--- config.mk ---
export PLATFORM = sky130hd
export DESIGN_NAME = posit_mul_scheduler
export DESIGN_NICKNAME = d
export VERILOG_FILES = /design/src/rtl/posit_mul_scheduler.sv
export SDC_FILE = /design/constraint.sdc
export NUM_CORES = 1
export LEC_CHECK = 0
export ABC_AREA = 1
export CAP_MARGIN = 20
export CORE_MARGIN = 10
export CORE_UTILIZATION = 30
export CTS_BUF_LIST = sky130_fd_sc_hd__clkbuf_16
export DETAILED_ROUTE_END_ITERATION = 12
export PLACE_DENSITY = 0.67
export SLEW_MARGIN = 20
export SYNTH_ARGS = -nofsm -noshare
export SYNTH_HDL_FRONTEND = slang
export SYNTH_SLANG_ARGS = --single-unit
--- constraint.sdc ---
create_clock -name clk -period 2.11 [get_ports clk]
set_input_delay 0.3165 -clock clk [delete_from_list [all_inputs] [get_ports clk]]
set_output_delay 0.3165 -clock clk [all_outputs]
set_load 0.05 [all_outputs]
--- src/rtl/posit_mul_scheduler.sv ---
// Round-robin scheduler sharing one registered posit multiplier among R requesters.
// Each issued operation carries a tag down a pipe matched to the multiplier latency.
// Products land in a response FIFO, and issue is credit-limited so the FIFO never overflows.
// The block also holds the multiplier in reset for MUL_LAT+1 cycles after system reset.
module posit_mul_scheduler #(
  parameter int unsigned N          = 16,
  parameter int unsigned ES         = 2,
  parameter int unsigned R          = 4,
  parameter int unsigned MUL_LAT    = 2,
  parameter int unsigned FIFO_DEPTH = 4
) (
  input  logic                   clk,
  input  logic                   reset,
  input  logic [R-1:0]           req_valid,
  input  logic [R*N-1:0]         req_a,
  input  logic [R*N-1:0]         req_b,
  output logic [R-1:0]           req_ready,
  output logic                   mul_reset,
  output logic [N-1:0]           mul_a,
  output logic [N-1:0]           mul_b,
  input  logic [N-1:0]           mul_out,
  output logic                   rsp_valid,
  input  logic                   rsp_ready,
  output logic [N-1:0]           rsp_data,
  output logic [$clog2(R)-1:0]   rsp_id
);

  localparam int unsigned IdW   = $clog2(R);
  localparam int unsigned PtrW  = $clog2(FIFO_DEPTH);
  localparam int unsigned CntW  = $clog2(FIFO_DEPTH) + 1;
  localparam int unsigned InitW = $clog2(MUL_LAT + 1) + 1;

  localparam logic [0:0] StInit = 1'b0;
  localparam logic [0:0] StRun  = 1'b1;

  logic [0:0]       state_q, state_d;
  logic [InitW-1:0] init_cnt_q, init_cnt_d;
  logic [IdW-1:0]   rr_q, rr_d;
  logic [CntW-1:0]  inflight_q, inflight_d;
  logic [CntW-1:0]  fifo_cnt_q, fifo_cnt_d;
  logic [PtrW-1:0]  wr_ptr_q, rd_ptr_q;
  logic [MUL_LAT-1:0] tag_vld_q;
  logic [IdW-1:0]   tag_id_q [MUL_LAT];
  logic [N-1:0]     fifo_data_q [FIFO_DEPTH];
  logic [IdW-1:0]   fifo_id_q [FIFO_DEPTH];

  logic             gnt_found;
  logic [IdW-1:0]   gnt_idx;
  logic             grant;
  logic             credit_ok;
  logic [CntW:0]    credit_used;
  logic             push;
  logic             pop;
  logic             fifo_full;

  // Init sequencing: hold the multiplier in reset for MUL_LAT+1 cycles, then run.
  always_comb begin
    state_d    = state_q;
    init_cnt_d = init_cnt_q;
    if (state_q == StInit) begin
      if (init_cnt_q == InitW'(MUL_LAT)) begin
        state_d = StRun;
      end else begin
        init_cnt_d = init_cnt_q + 1'b1;
      end
    end
  end

  assign mul_reset = (state_q == StInit);

  // Credit uses registered occupancy only, so a same-cycle pop frees nothing until next cycle.
  assign credit_used = {1'b0, fifo_cnt_q} + {1'b0, inflight_q};
  assign credit_ok   = credit_used < (CntW + 1)'(FIFO_DEPTH);

  // Round-robin search: first valid requester at or after the pointer, wrapping modulo R.
  always_comb begin
    int cand;
    gnt_found = 1'b0;
    gnt_idx   = '0;
    cand      = 0;
    for (int k = 0; k < int'(R); k++) begin
      cand = int'(rr_q) + k;
      if (cand >= int'(R)) cand = cand - int'(R);
      if (!gnt_found && req_valid[cand]) begin
        gnt_found = 1'b1;
        gnt_idx   = IdW'(cand);
      end
    end
  end

  assign grant = (state_q == StRun) && credit_ok && gnt_found;

  // Grant vector and operand mux; zero operands when idle so the multiplier sees a benign 0*0.
  always_comb begin
    req_ready = '0;
    mul_a     = '0;
    mul_b     = '0;
    if (grant) begin
      req_ready = R'(1) << gnt_idx;
      mul_a     = req_a[gnt_idx*N +: N];
      mul_b     = req_b[gnt_idx*N +: N];
    end
  end

  // Pointer advances past the winner so it becomes lowest priority next time.
  always_comb begin
    rr_d = rr_q;
    if (grant) begin
      rr_d = (gnt_idx == IdW'(R - 1)) ? '0 : gnt_idx + 1'b1;
    end
  end

  assign push = tag_vld_q[MUL_LAT-1];
  assign pop  = rsp_valid && rsp_ready;

  // Occupancy counters for the tag pipe and the response FIFO.
  always_comb begin
    inflight_d = inflight_q;
    fifo_cnt_d = fifo_cnt_q;
    case ({grant, push})
      2'b10:   inflight_d = inflight_q + 1'b1;
      2'b01:   inflight_d = inflight_q - 1'b1;
      default: inflight_d = inflight_q;
    endcase
    case ({push, pop})
      2'b10:   fifo_cnt_d = fifo_cnt_q + 1'b1;
      2'b01:   fifo_cnt_d = fifo_cnt_q - 1'b1;
      default: fifo_cnt_d = fifo_cnt_q;
    endcase
  end

  // Control state: FSM, arbiter pointer, tag pipe, counters and FIFO pointers.
  always_ff @(posedge clk or negedge reset) begin
    if (!reset) begin
      state_q    <= StInit;
      init_cnt_q <= '0;
      rr_q       <= '0;
      inflight_q <= '0;
      fifo_cnt_q <= '0;
      wr_ptr_q   <= '0;
      rd_ptr_q   <= '0;
      tag_vld_q  <= '0;
      for (int i = 0; i < int'(MUL_LAT); i++) tag_id_q[i] <= '0;
    end else begin
      state_q      <= state_d;
      init_cnt_q   <= init_cnt_d;
      rr_q         <= rr_d;
      inflight_q   <= inflight_d;
      fifo_cnt_q   <= fifo_cnt_d;
      tag_vld_q[0] <= grant;
      tag_id_q[0]  <= grant ? gnt_idx : '0;
      for (int i = 1; i < int'(MUL_LAT); i++) begin
        tag_vld_q[i] <= tag_vld_q[i-1];
        tag_id_q[i]  <= tag_id_q[i-1];
      end
      if (push) wr_ptr_q <= wr_ptr_q + 1'b1;
      if (pop)  rd_ptr_q <= rd_ptr_q + 1'b1;
    end
  end

  // FIFO storage; contents need no reset because the outputs are gated by rsp_valid.
  always_ff @(posedge clk) begin
    if (push) begin
      fifo_data_q[wr_ptr_q] <= mul_out;
      fifo_id_q[wr_ptr_q]   <= tag_id_q[MUL_LAT-1];
    end
  end

  assign fifo_full = (fifo_cnt_q == CntW'(FIFO_DEPTH));
  assign rsp_valid = (fifo_cnt_q != '0);
  assign rsp_data  = rsp_valid ? fifo_data_q[rd_ptr_q] : '0;
  assign rsp_id    = rsp_valid ? fifo_id_q[rd_ptr_q] : '0;

  // Parameter sanity and structural invariants.
  a_params: assert property (@(posedge clk)
    (ES < N) && (R >= 2) && (R <= 8) && (FIFO_DEPTH >= MUL_LAT) && (FIFO_DEPTH >= 2));
  a_no_overflow: assert property (@(posedge clk) disable iff (!reset) !(push && fifo_full));
  a_onehot_grant: assert property (@(posedge clk) disable iff (!reset) $onehot0(req_ready));
  a_grant_valid: assert property (@(posedge clk) disable iff (!reset)
    (req_ready & ~req_valid) == '0);

endmodule

==> results.tsv <==
metric	value	unit
FMAX	0.361	GHz
DR vias	5820	
final hold viol count	0	
count of clock tree sinks	94	
crit path DAT	2.46	ns
HPWL after DPL	15600	um
floorplan die area	25000	um2
slew at the pin with the worst max-slew slack	0.504	ns
die boundary height	158	um
Relative slew margins	66.3	%
top cells by area in the synthesized netlist	sky130_fd_sc_hd__edfxtp_1 (38%), sky130_fd_sc_hd__nand2_1 (12%), sky130_fd_sc_hd__dfrtp_1 (9.6%)	
smallest hold slack	0.330	ns
htree depth	3	
overall die width	158	um
final setup vio count	38	
final cycle utilization of the critical path	131	%
Post-Layout Inst Area	10900	um2
routability cong.	0.811	
Core Box Area	18800	um2
sequential fraction of the synthesis area	47.3	%
count of final max-slew check failures	0	
post-synthesis register bit count	94	
Layout Area Growth over Synthesis	89.5	%
beginning of the worst register-to-register path	rr_q[0]$_DFFE_PN0P_	
most common library cell in the layout ignoring fill and taps	sky130_fd_sc_hd__clkdlybuf4s50_1	
commonest non-fill, non-tap cells in the layout	sky130_fd_sc_hd__clkdlybuf4s50_1 (151), sky130_fd_sc_hd__nand2_1 (110), sky130_fd_sc_hd__inv_1 (86), sky130_fd_sc_hd__nor2_1 (78), sky130_fd_sc_hd__nand3_2 (74)	
Row Count	50	
Critical Path RT	1.79	ns
path type of the worst min-delay path	primary input to asynchronous set/reset pin	
later-pin clock latency in the skew report	0.33	ns
outcome	complete, but fails checks	
post-DR vias/cell	4.72	
Port Buffers	206	
via count of the first global-routing pass	5955	
Total Routed Length	21300	um
Clock Tree Root	sky130_fd_sc_hd__clkbuf_16	
Syn Area/Cell	7.82	um2
Critical Path End Type	output pin	
clock buffers created by TritonCTS	9	
wire length per cell after detailed routing	17.3	um
post-layout minimum cycle time	2.77	ns
TritonCTS clock tree	built	
min setup slack post-route	-0.663	ns
effective utilization at floorplan	30.6	%
remaining number of nets flagged by the antenna check after routing	0	
r2r worst-path depth	12	
post-synthesis cell type count	28	
Starting DRT DRC Count	226	
First-pass DRT Iterations	7	
endpoint of the most critical register-to-register path	inflight_q[1]$_DFFE_PN0P_	
wire length of the first global-routing pass	31600	um
Clock transition at path regs	0.06	ns
crit path kind	register to output pin	
Cells after Synth	733	
DRC errors left	0	
number of antenna violations at the first check in global routing	5	
violations in the final reports	setup timing	
Worst R2R Setup Slack	-0.36	ns
Setup crit start kind	register	
pin count of the biggest net entering global routing	34	
Area after DPL	9660	um2
cell area after synthesis	5730	um2
Net count, final	1159	
post-synth top area share	37.7	%
maximum capacitance violations	0	
Filler cells	1569	
worst-case clock skew	0.00668	ns
I/O Pins	207	
total global routing overflow	0	
fraction of final layout cells sized beyond drive strength 1	38.5	%
RSZ-0062 raised after global routing	yes	
clk buf depth	2	
Max FO, Critical Path	8	
number of nets in the synthesized netlist	900	
number of synthesis warnings	0	
cell taking the most area after synthesis	sky130_fd_sc_hd__edfxtp_1	
gr usage total	16.1	%
## cell type report
| cell class | count | area [um2] | area share [%] |
|---|---|---|---|
| multi-input cells | 497 | 3600 | 33.1 |
| repair buffers | 291 | 3530 | 32.5 |
| flip-flops and latches | 94 | 2720 | 25.0 |
| inverters | 98 | 390 | 3.59 |
| well taps | 234 | 293 | 2.69 |
| clock buffers | 9 | 225 | 2.07 |
| clock inverters | 7 | 96.3 | 0.887 |
| diodes | 3 | 7.51 | 0.0691 |
| repair inverters | 1 | 5.00 | 0.0461 |
## metal layers
layer | track usage, % | wire length (um)
met1 | 17.7 | 8180
met2 | 29.4 | 11300
met3 | 5.37 | 1580
met4 | 3.09 | 229
met5 | 0 | 26
## logic make-up after synthesis
group                    count (synthesis)  share of synthesized area [%]
AND/OR/NAND/NOR                        374                           27.6
buffers and inverters                  142                           11.3
AO/OA/AOI/OAI                           98                           8.55
flip-flops                              94                           47.3
adder cells (fa/ha/maj)                 16                           3.75
XOR/XNOR                                 8                           1.22
multiplexers                             1                          0.196
## per-stage QoR
| step | setup slack (ns) | std cells | util [%] | setup TNS [ns] |
|---|---|---|---|---|
| global route | -0.764 | 1232 | 57.9 | -26.73 |
| finish | -0.663 | 1234 | 57.9 | -22.66 |
| CTS | -0.646 | 1220 | 55.7 | -22.40 |
| floorplan | -0.109 | 733 | - | -2.80 |
| global placement | -0.578 | 1185 | 51.5 | -18.43 |
| detailed placement | -0.620 | 1185 | 51.5 | -19.25 |
## registers in the layout, indices dropped and copies added, names as in the netlist
name and cells:
fifo_cnt_q 3, fifo_data_q 64, fifo_id_q 8, inflight_q 3, init_cnt_q 3, rd_ptr_q 2
rr_q 2, state_q 1, tag_id_q 4, tag_vld_q 2, wr_ptr_q 2
## cells in the mapped netlist
master                       n
sky130_fd_sc_hd__nand2_1   176
sky130_fd_sc_hd__nand3_1   104
sky130_fd_sc_hd__inv_1      92
sky130_fd_sc_hd__nor2_1     83
sky130_fd_sc_hd__edfxtp_1   72
sky130_fd_sc_hd__a21oi_1    53
sky130_fd_sc_hd__o21ai_0    44
sky130_fd_sc_hd__dfrtp_1    22
sky130_fd_sc_hd__buf_2      14
sky130_fd_sc_hd__clkbuf_1   14
sky130_fd_sc_hd__ha_1       14
sky130_fd_sc_hd__buf_6      10
sky130_fd_sc_hd__buf_4       6
sky130_fd_sc_hd__xnor2_1     4
sky130_fd_sc_hd__xor2_1      4
sky130_fd_sc_hd__inv_2       3
sky130_fd_sc_hd__nand2_2     3
sky130_fd_sc_hd__nand3_2     3
sky130_fd_sc_hd__clkinv_1    2
sky130_fd_sc_hd__fa_1        2
sky130_fd_sc_hd__clkinv_2    1
sky130_fd_sc_hd__mux2_2      1
sky130_fd_sc_hd__nand2_4     1
sky130_fd_sc_hd__nand4_1     1
sky130_fd_sc_hd__nor2_4      1
sky130_fd_sc_hd__nor3_1      1
sky130_fd_sc_hd__nor3_2      1
sky130_fd_sc_hd__o21ai_1     1
## worst max-delay path, stage by stage, from the launching register on
cell and delay (ns):
sky130_fd_sc_hd__dfrtp_2 0.46, sky130_fd_sc_hd__buf_6 0.17, sky130_fd_sc_hd__nand2_4 0.07, sky130_fd_sc_hd__nand2_4 0.06, sky130_fd_sc_hd__nand2_1 0.08, sky130_fd_sc_hd__nand2_1 0.09
sky130_fd_sc_hd__nand2_4 0.11, sky130_fd_sc_hd__nand2_4 0.07, sky130_fd_sc_hd__nand2_4 0.07, sky130_fd_sc_hd__nand3_4 0.10, sky130_fd_sc_hd__buf_12 0.16, sky130_fd_sc_hd__buf_16 0.15
sky130_fd_sc_hd__inv_4 0.07, sky130_fd_sc_hd__ha_2 0.17, sky130_fd_sc_hd__inv_2 0.04, sky130_fd_sc_hd__nor2_4 0.09, sky130_fd_sc_hd__buf_12 0.14
## how the worst max path moves through the flow
stage                   startpoint  cells past startpoint                         to
5_1_grt        rr_q[0]$_DFFE_PN0P_                     16               req_ready[1]
6_report       rr_q[0]$_DFFE_PN0P_                     16               req_ready[1]
3_3_place_gp          req_valid[3]                     15                  mul_a[11]
4_1_cts        rr_q[0]$_DFFE_PN0P_                     15                  mul_a[11]
3_5_place_dp          req_valid[3]                     15                  mul_a[11]
2_1_floorplan  rr_q[0]$_DFFE_PN0P_                     13  inflight_q[1]$_DFFE_PN0P_
## what timing repair did
| action | in CTS | in global routing |
|---|---|---|
| setup endpoints to repair | 53 | 54 |
| hold buffers | 0 | 0 |
| gates cloned | 6 | 7 |
| gates resized for setup | 55 | 54 |
| pin swaps | 17 | 14 |
| endpoints found under the hold margin | 0 | 0 |
| setup buffers | 13 | 4 |
Power is not shown: default switching activity piles up to over one toggle a cycle in this logic, so the estimate is an artifact.
